## config.mk

```make
export PLATFORM = sky130hd
export DESIGN_NAME = lcd_byte_writer
export DESIGN_NICKNAME = d
export VERILOG_FILES = /design/src/rtl/lcd_byte_writer.sv
export SDC_FILE = /design/constraint.sdc
export NUM_CORES = 1
export LEC_CHECK = 0
export BUFFER_PORTS_ARGS = -buffer_cell sky130_fd_sc_hd__buf_2
export CAP_MARGIN = 20
export CORE_UTILIZATION = 60
export DETAILED_ROUTE_END_ITERATION = 6
export PLACE_DENSITY = 0.81
export SLEW_MARGIN = 15
export SYNTH_ARGS = -nofsm -noshare
export SYNTH_HDL_FRONTEND = slang
export SYNTH_SLANG_ARGS = --single-unit
```

## constraint.sdc

```tcl
create_clock -name clk -period 4.3 [get_ports clk]
set_clock_uncertainty 0.1 [all_clocks]
set_input_delay 0.43 -clock clk [delete_from_list [all_inputs] [get_ports clk]]
set_output_delay 0.43 -clock clk [all_outputs]
set_load 0.005 [all_outputs]
```

## src/rtl/lcd_byte_writer.sv

```systemverilog
// HD44780 write-only bus timing engine: one byte + RS per start request, with setup,
// enable pulse, hold and command execution wait, then a single-cycle done pulse.
module lcd_byte_writer #(
    parameter int SETUP_CYC     = 4,
    parameter int EN_HIGH_CYC   = 12,
    parameter int HOLD_CYC      = 4,
    parameter int CMD_WAIT_CYC  = 2000,
    parameter int LONG_WAIT_CYC = 82000,
    parameter int CNT_W         = 20
) (
    input  logic       clk,
    input  logic       reset,
    input  logic [7:0] data_in,
    input  logic       rs_in,
    input  logic       start,
    output logic       done,
    output logic       busy,
    output logic [7:0] LCD_DATA,
    output logic       LCD_RS,
    output logic       LCD_RW,
    output logic       LCD_EN,
    output logic       LCD_ON,
    output logic       LCD_BLON
);

    typedef enum logic [2:0] {
        IDLE  = 3'd0,
        SETUP = 3'd1,
        PULSE = 3'd2,
        HOLD  = 3'd3,
        WAIT  = 3'd4
    } state_t;

    localparam logic [CNT_W-1:0] SETUP_LD = CNT_W'(SETUP_CYC - 1);
    localparam logic [CNT_W-1:0] EN_LD    = CNT_W'(EN_HIGH_CYC - 1);
    localparam logic [CNT_W-1:0] HOLD_LD  = CNT_W'(HOLD_CYC - 1);
    localparam logic [CNT_W-1:0] CMD_LD   = CNT_W'(CMD_WAIT_CYC - 1);
    localparam logic [CNT_W-1:0] LONG_LD  = CNT_W'(LONG_WAIT_CYC - 1);
    localparam logic [CNT_W-1:0] CNT_ZERO = {CNT_W{1'b0}};
    localparam logic [CNT_W-1:0] CNT_ONE  = {{(CNT_W-1){1'b0}}, 1'b1};

    state_t           state_r, state_s;
    logic [CNT_W-1:0] cnt_r, cnt_s;
    logic [7:0]       byte_r, byte_s;
    logic             rs_r, rs_s;
    logic             en_r, en_s;
    logic             busy_r, busy_s;
    logic             done_r, done_s;
    logic             long_wait_s;
    logic [CNT_W-1:0] wait_ld_s;

    // Clear and Return Home need the long execution time; everything else uses the short one.
    always_comb begin
        long_wait_s = (rs_r == 1'b0) &&
                      ((byte_r == 8'h01) || (byte_r == 8'h02) || (byte_r == 8'h03));
        if (long_wait_s) begin
            wait_ld_s = LONG_LD;
        end else begin
            wait_ld_s = CMD_LD;
        end
    end

    // Next-state, counter and registered-output values for the bus sequence.
    always_comb begin
        state_s = state_r;
        cnt_s   = cnt_r;
        byte_s  = byte_r;
        rs_s    = rs_r;
        done_s  = 1'b0;
        case (state_r)
            IDLE: begin
                if (start) begin
                    byte_s  = data_in;
                    rs_s    = rs_in;
                    cnt_s   = SETUP_LD;
                    state_s = SETUP;
                end else begin
                    state_s = IDLE;
                end
            end
            SETUP: begin
                if (cnt_r == CNT_ZERO) begin
                    cnt_s   = EN_LD;
                    state_s = PULSE;
                end else begin
                    cnt_s = cnt_r - CNT_ONE;
                end
            end
            PULSE: begin
                if (cnt_r == CNT_ZERO) begin
                    cnt_s   = HOLD_LD;
                    state_s = HOLD;
                end else begin
                    cnt_s = cnt_r - CNT_ONE;
                end
            end
            HOLD: begin
                if (cnt_r == CNT_ZERO) begin
                    cnt_s   = wait_ld_s;
                    state_s = WAIT;
                end else begin
                    cnt_s = cnt_r - CNT_ONE;
                end
            end
            WAIT: begin
                if (cnt_r == CNT_ZERO) begin
                    done_s  = 1'b1;
                    state_s = IDLE;
                end else begin
                    cnt_s = cnt_r - CNT_ONE;
                end
            end
            default: begin
                cnt_s   = CNT_ZERO;
                state_s = IDLE;
            end
        endcase
        // EN and busy are derived from the next state so their registers line up with the phases.
        en_s   = (state_s == PULSE);
        busy_s = (state_s != IDLE);
    end

    // State, counter, latched byte and all registered outputs.
    always_ff @(posedge clk or posedge reset) begin
        if (reset) begin
            state_r <= IDLE;
            cnt_r   <= CNT_ZERO;
            byte_r  <= 8'h00;
            rs_r    <= 1'b0;
            en_r    <= 1'b0;
            busy_r  <= 1'b0;
            done_r  <= 1'b0;
        end else begin
            state_r <= state_s;
            cnt_r   <= cnt_s;
            byte_r  <= byte_s;
            rs_r    <= rs_s;
            en_r    <= en_s;
            busy_r  <= busy_s;
            done_r  <= done_s;
        end
    end

    assign LCD_DATA = byte_r;
    assign LCD_RS   = rs_r;
    assign LCD_EN   = en_r;
    assign busy     = busy_r;
    assign done     = done_r;
    assign LCD_RW   = 1'b0;
    assign LCD_ON   = 1'b1;
    assign LCD_BLON = 1'b1;

endmodule

```

* After elaboration in Yosys (flattened, before gate mapping)
Index checks and enable logic that the tools add are counted.
Storage, ports and cells: bits in registers 35, bits of input ports 12, word-level logic and storage cells 42, output and inout bits 15
Operators by class: bitwise logic cells 1, equality and inequality tests 10, muxes and demuxes 15, add/sub/neg operators 1, reductions and logical operators 8
Operators by type and width (number):
- $mux W20 | 5
- $pmux W20 S5 | 1
- $logic_not A20 Y1 | 1
- $sub A20 B1 Y20 const B | 1
- $mux W17 | 1
- $eq A8 B2 Y1 const B | 2
- $pmux W3 S5 | 1
- $mux W3 | 4
- $eq A3 B2 Y1 const B | 3
- $eq A8 B1 Y1 const B | 1
- $ne A2 B2 Y1 const B | 2
- $reduce_and A2 Y1 | 2
- $eq A3 B1 Y1 const B | 1
- $eq A3 B3 Y1 const B | 1
- $logic_not A3 Y1 | 1
- $mux W1 | 3
- $reduce_bool A3 Y1 | 1
- $logic_or A1 B1 Y1 | 2
- $logic_and A1 B1 Y1 | 1
- $not A1 Y1 | 1

* Logic depth before layout (Yosys ltp)
Gate-level depths: netlist (run 1).
depth in word-level cells 7, mapped depth 9, gate-level depth less buffers 7

* Worst setup path before layout (run 1)
OpenSTA, ideal clock, no wires.
kind register -> register, start reg cnt_r[0], end reg cnt_r[14], buffers on the path 1, data required time 4.076 ns, arrival 1.880 ns, path slack 2.196 ns, cell stages (with the launch flop) 9, setup time 0.124 ns, path through dfrtp_1 -> inv_1 -> ha_1 -> nor4b_1 -> and4_1 -> buf_4 -> a31oi_2 -> o21ai_1 -> a211o_1
Between the ends: longest elaborated chain between the ends 3
RTL lines:
- start: declaration | line 43 | logic [CNT_W-1:0] cnt_r, cnt_s;
- start signal: assignment | line 135 | cnt_r <= cnt_s;
- $sub A20 B1 Y20 or $logic_not A20 Y1 (tied branches)
- $mux W20 (tied with other cells) | line 106 | if (cnt_r == CNT_ZERO) begin
- $pmux W20 S5 or $reduce_and A2 Y1 (tied branches)
Parallel ways exist; a longest one is shown, timed or not. The select of a mux whose other input is x is not followed. A chain may end at the register's enable or synchronous reset.

* Worst setup path in the final report (run 1)
start reg cnt_r[0], end reg cnt_r[8]
The elaborated chain is that of the path after synthesis.

==> results by group, run 1 <==
Status
  – Status: finished, final reports clean

Finish
  – Post-Layout Inst Area: between 2000 and 2500 um2
  – Most frequent cells in the layout: dfrtp_1, buf_2, nor2_1, o21ai_0, a31oi_1
  – Fillers: approximately 260
  – Layout cells sized above 1: a little over a fifth
  – Nets: approximately 250
  – Register Area: approximately 880 um2
  – Multi-input gate area: between 1000 and 1500 um2
  – Ant. Diodes: 0
  – Leading cell type in the layout, fill and taps excluded: dfrtp_1
  – Area grow syn2layout: 8.02%
  – Fin util: between 70% and 80%

Detailed routing
  – DR DRC count: 0
  – DRT iter0 DRCs: 127
  – DR vias: between 1500 and 2000
  – DR vias/cell: 6.27
  – ANT nets after route: 0
  – Average wire per standard cell: between 15 and 20 um
  – Total iterations of the first detailed-routing run: 4
  – DRT Wirelength: between 4000 and 5000 um

Synthesis
  – Mapped cell area: 2070 um2
  – Library cells used by synthesis: between 50 and 60
  – Syn_area_per_cell: 9.30 um2
  – Share of Yosys cell area claimed by the top area cell type: a little over two fifths
  – Predominant post-synthesis flop cell: dfrtp_1
  – Seq/Total Area, Yosys: a little over two fifths
  – Synth Warn #: 0
  – Post-synthesis register bit count: 35
  – Mapped Cells: around 220
  – Post-synth ARST share: 100%
  – Synth top area cells: dfrtp_1, mux2_2, a31oi_1
  – Number of synthesized flops with an enable pin: 0
  – Area leader, netlist: dfrtp_1

Timing
  – Minimum clock period: ~2700 ps
  – Final Hold Vio Count: 0
  – Worst Max-Slew Pin Slew: between 800 and 900 ps
  – Fmax achieved: approximately 370 MHz
  – Fin Setup TNS: 0 ps
  – Unrepaired setup endpoints after global routing: false
  – Final setup violation count: 0
  – Rel. slew slack: between 40% and 50%
  – Tcrit/Tclk final: 62.1%
  – Slew Limit Fails: 0

Placed design
  – Count of input and output buffers: 23
  – Post-DP HPWL: 3060 um
  – Routability cong.: between 0.8 and 0.9
  – DP Area: 2150 um2

Power
  – Total power: 793 uW
  – PD cells: approximately 350 nW/um2
  – P_leak: between 0.0009 and 0.001 uW
  – Max IR drop VDD: between 0.2 and 0.3 mV

Clock tree
  – Worst-path clk slew: between 100 and 150 ps
  – Post-CTS sizing: 0
  – TritonCTS clock tree: done
  – H-tree lvl count: 2
  – CTS Buffer Depth: 2
  – CTS buffer count: 5
  – Postcts setup bufs: 0
  – Root Driver: clkbuf_4
  – Hold-fix buffers, CTS: 0
  – Clock latency on the worst-skew pair: ~350 ps
  – Clock sinks: 35

GRT
  – Initial antenna violation count: 0
  – Largest net degree at the start of global routing: 36
  – Vias in the first global route: about 1600
  – First-pass GRT wire length: 7400 um
  – Total gr overflow: 0
  – Total GRT Usage: a little over a quarter

Run
  – Number of max-cap violations: 0

Worst setup path
  – CP Data Required Time: 4440 ps
  – WP data arrival: 2810 ps
  – Kind of critical path: flip-flop to flip-flop
  – Endpoint kind of the worst setup timing path: flip-flop
  – Worst R2R Setup Slack: 1630 ps
  – Critical Path Start: cnt_r[0]
  – Reg2Reg Launch Point: cnt_r[0]
  – CP Max Fanout: 16
  – CP startpoint kind: flip-flop

Floorplan
  – Core area: approximately 3200 um2
  – # rows: 20
  – Die width: 60.8 um
  – Initial Util: roughly two thirds
  – Die area: 3700 um2
  – I/O pin cnt: 27
  – Die span in y: 60.8 um

Worst hold path
  – HP Class: primary input to asynchronous set/reset pin
==> routing by layer <==
layer | vias to the layer above | wire length (um) | track usage, %
met5 | - | 0 | 0
met4 | 0 | 101 | 9.74
met3 | 13 | 301 | 6.40
met2 | 76 | 2040 | 39.9
met1 | 833 | 2050 | 39.8
li1 | 865 | - | -
==> registers in the layout, summed over array words and instances, names as in the netlist <==
name      flops
LCD_EN        1
LCD_DATA      8
LCD_RS        1
cnt_r        20
state_r       3
done          1
busy          1
==> worst max-delay path, cell delays in order, from the launching register on <==
cell and delay [ps]:
dfrtp_1 440, inv_1 70, ha_1 230, nor4b_1 310, and4_1 610, a21oi_1 410
a21oi_1 310, o21ai_1 80
==> path summary, 6_finish.rpt <==
kind	cells past startpoint	to
worst max-delay path	7	cnt_r[8]
worst min-delay path	3	cnt_r[5]
worst max register to register	7	cnt_r[8]
worst min register to register	1	cnt_r[12]
max in group asynchronous	3	cnt_r[18]
min in group clk	2	LCD_DATA[4]
==> cell families after synthesis <==
kind of cell / after synthesis / share of synthesized area, %
buf+inv: 26 / 7.06
fa+ha+maj: 1 / 0.603
compound gates: 72 / 24.1
other cells: 2 / 0.362
xor+xnor: 2 / 0.845
simple gates: 76 / 19.9
flops: 35 / 42.2
mux: 9 / 4.89
==> where the power goes <==
part           switching, uW  internal [uW]  total [uW]
logic                   63.3           60.1         123
registers               56.3            363         419
clock network            113            137         250
total                    232            560         793
==> synthesized netlist by cell type (all sizes together) (2+ instances only) <==
master / n
a21o: 2
conb: 2
nand4: 3
xnor2: 2
dfrtp: 35
mux2: 9
nand2: 13
and2: 3
o21ai: 18
nor2: 22
buf: 12
o31ai: 2
nor3: 12
or2: 3
nand3: 4
clkbuf: 4
nor4: 6
o211ai: 4
a21oi: 11
a211o: 2
a31oi: 16
or3: 3
o21bai: 2
inv: 10
==> metrics by stage <==
| stage | worst slack (ps) | instances | hold WS (ps) |
|---|---|---|---|
| finish | 1630 | 285 | 58.4 |
| detailed placement | 1690 | 277 | 388 |
| CTS | 1650 | 285 | 70.3 |
| floorplan | 2200 | 224 | 350 |
| global route | 1430 | 285 | 120 |
| global placement | 1760 | 277 | 379 |
==> cell type report <==
type	count	area share (%)
timing repair buffer	25	5.81
sequential	35	39.1
clock buffer	6	2.29
multi-input combinational	163	47.1
inverter	10	1.68
tap	44	2.46
clock inverter	2	1.56
(Power assumes the default switching activity.)
==> run 2: changes to the inputs <==
--- a/config.mk
+++ b/config.mk
@@ -5,11 +5,12 @@
 export SDC_FILE = /design/constraint.sdc
 export NUM_CORES = 1
 export LEC_CHECK = 0
+export ABC_AREA = 1
 export BUFFER_PORTS_ARGS = -buffer_cell sky130_fd_sc_hd__buf_2
 export CAP_MARGIN = 20
-export CORE_UTILIZATION = 60
+export CORE_UTILIZATION = 58
 export DETAILED_ROUTE_END_ITERATION = 6
-export PLACE_DENSITY = 0.81
+export PLACE_DENSITY = 0.79
 export SLEW_MARGIN = 15
 export SYNTH_ARGS = -nofsm -noshare
 export SYNTH_HDL_FRONTEND = slang
==> constraint.sdc (replaced) <==
create_clock -name clk -period 2.5 [get_ports clk]
set_clock_uncertainty 0.1 [all_clocks]
set_input_delay 0.25 -clock clk [delete_from_list [all_inputs] [get_ports clk]]
set_output_delay 0.25 -clock clk [all_outputs]
set_load 0.005 [all_outputs]
==> results by group, run 2 <==
GRT
  – Largest net degree at the start of global routing: 36 (unchanged)
  – Layer with the highest usage: met2
  – Total GRT Usage: 23.4% (-4.0 points)
  – GR Util met2: 37.6% (-2.2 points)
  – Vias in the first global route: 1715 (+10%)
  – Total gr overflow: 0 (unchanged)
  – Initial antenna violation count: 0 (unchanged)
  – First-pass GRT wire length: 7310 um (-1.3%)
  – Global Route met1 Usage: 31.6% (-8.2 points)
  – GR Layer Usage met3: 3.83% (-2.6 points)

Finish
  – Layout cells sized above 1: 16.5% (-5.1 points)
  – Area grow syn2layout: 10.9%
  – Most frequent cells in the layout: nand2_1, nor2_1, dfrtp_1, inv_1
  – Leading cell type in the layout, fill and taps excluded: nand2_1
  – Ant. Diodes: 0 (unchanged)
  – Fin util: 69.1% (-1.4 points)
  – Nets: 339 (+34%)
  – Max reg flops: 20 (unchanged)
  – Biggest register: cnt_r

Synthesis
  – Seq/Total Area, Yosys: 40.8% (-1.4 points)
  – Share of Yosys cell area claimed by the top area cell type: 40.8% (-1.4 points)
  – Mapped Cells: 300 (+35%)
  – Library cells used by synthesis: 25 (-54%)
  – Mapped cell area: 2140 um2 (+3.4%)
  – Post-synthesis register bit count: 35 (unchanged)
  – Syn_area_per_cell: 7.15 um2 (-23%)
  – Synth Warn #: 0 (unchanged)
  – Post-synth top cells: nand2_1, nor2_1, dfrtp_1
  – Predominant post-synthesis flop cell: dfrtp_1
  – Synth top area cells: dfrtp_1, nand2_1, nor2_1
  – Post-synth ARST share: 100% (unchanged)
  – Number of synthesized flops with an enable pin: 0 (unchanged)
  – Area leader, netlist: dfrtp_1
  – Cell with the most instances after synthesis: nand2_1

Placed design
  – Routability cong.: 0.881 (+2.5%)
  – Count of input and output buffers: 23 (unchanged)
  – Post-DP HPWL: 3110 um (+1.6%)

Clock tree
  – Clock sinks: 35 (unchanged)
  – CTS buffer count: 5 (unchanged)
  – Root Driver: clkbuf_8
  – TritonCTS clock tree: done
  – Clock latency on the worst-skew pair: 290 ps (-60 ps)
  – Post-CTS sizing: 0 (unchanged)
  – Hold-fix buffers, CTS: 1 (+1)
  – Postcts setup bufs: 0 (unchanged)
  – Worst-path clk slew: 80 ps (-30 ps)
  – H-tree lvl count: 2 (unchanged)
  – CTS Buffer Depth: 2 (unchanged)

Worst setup path
  – Kind of critical path: flip-flop to flip-flop
  – Slowest stage cell, crit path: dfrtp_1
  – WP data arrival: 2150 ps (-660 ps)
  – Worst R2R Setup Slack: 430 ps (-1200 ps)
  – Endpoint kind of the worst setup timing path: flip-flop
  – Delay-heaviest family, CP: simple AND/OR/NAND/NOR gates
  – CP cell instances: inv_1 -> ha_1 -> nand2_2 -> nor2_8 -> nand4_4 -> nand2_2 -> inv_1 -> nand3_1 -> nand2_1
  – WP buf/inv: 2 (+1)
  – CP Max Fanout: 12 (-4)
  – CP startpoint kind: flip-flop
  – CP Data Required Time: 2580 ps (-1860 ps)
  – Crit-path max cell delay: 410 ps (-200 ps)

Detailed routing
  – ANT nets after route: 0 (unchanged)
  – DRT Wirelength: 4110 um (-8.5%)
  – DR vias: 1841 (+3.0%)
  – DR vias/cell: 4.94 (-21%)
  – DRT iter0 DRCs: 124 (-2.4%)
  – Average wire per standard cell: 11.0 um (-30%)
  – DR DRC count: 0 (unchanged)
  – Total iterations of the first detailed-routing run: 4 (unchanged)

Floorplan
  – Die width: 62.8 um (+3.3%)
  – # rows: 21 (+5.0%)
  – Die span in y: 62.8 um (+3.3%)
  – Initial Util: 62.3% (-3.0 points)
  – I/O pin cnt: 27 (unchanged)
  – Die area: 3940 um2 (+6.7%)
  – Core area: 3440 um2 (+8.3%)

Status
  – Status: finished, final reports clean

Run
  – Number of max-cap violations: 0 (unchanged)

Worst hold path
  – HP Class: primary input to flip-flop

Power
  – Max IR drop VDD: 0.411 mV (+48%)
  – P_leak: 0.00139 uW (+40%)
  – PD cells: 430 nW/um2 (+22%)

Timing
  – Fmax achieved: 483 MHz (+29%)
  – Final setup violation count: 0 (unchanged)
  – Minimum clock period: 2070 ps (-598 ps)
  – Fin Setup TNS: 0 ps (unchanged)
  – Slew Limit Fails: 0 (unchanged)
  – Final Hold Vio Count: 0 (unchanged)
  – Unrepaired setup endpoints after global routing: false
  – Tcrit/Tclk final: 82.9% (+21 points)
[run 2: layout make-up]
type,instances,area (um2)
clock buffer,6,82.6
inverter,36,135
tap,46,57.6
fill,297,1060
multi-input combinational,222,1070
sequential,35,876
clock inverter,2,16.3
timing repair buffer,26,140
[run 2: path summary, 6_finish.rpt]
check,from,end,cells past startpoint
max,cnt_r[0],cnt_r[18],9
min,data_in[0],LCD_DATA[0],2
max reg2reg,cnt_r[0],cnt_r[18],9
min reg2reg,LCD_DATA[7],LCD_DATA[7],1
max in group asynchronous,reset,cnt_r[5],4
min in group asynchronous,reset,LCD_DATA[0],4
[run 2: metrics by stage]
step | setup slack (ps) | hold slack, ps | cell area, um2 | cells | power, uW
finish | 428 | 84.9 | 2380 | 373 | 1020
global route | 293 | 86.6 | 2380 | 373 | 1060
CTS | 443 | 81.9 | 2380 | 373 | 1030
detailed placement | 486 | 269 | 2270 | 364 | 599
global placement | 523 | 266 | 2270 | 364 | 598
floorplan | 717 | 300 | 2150 | 301 | 590
[run 2: kinds of logic after synthesis]
kind of cell	share of synthesized area, %
and+or+nand+nor	37.8
xor gates and xnor gates	3.27
adders and majority gates	0.583
muxes	4.20
DFF	40.8
other	0.350
AOI/OAI and AO/OA	3.56
buffers and inverters	9.39
[run 2: report_power, final]
group	total [uW]	leakage [uW]	internal (uW)	switching, uW
logic	21.9	0.000901	8.19	13.7
registers	566	0.000438	566	0
clock network	436	0.0000474	225	211
[run 2: layer usage]
layer,share of wire [%],up-vias
met5,0,-
met1,50,839
met4,1.8,0
li1,-,969
met2,46,23
met3,2.5,10
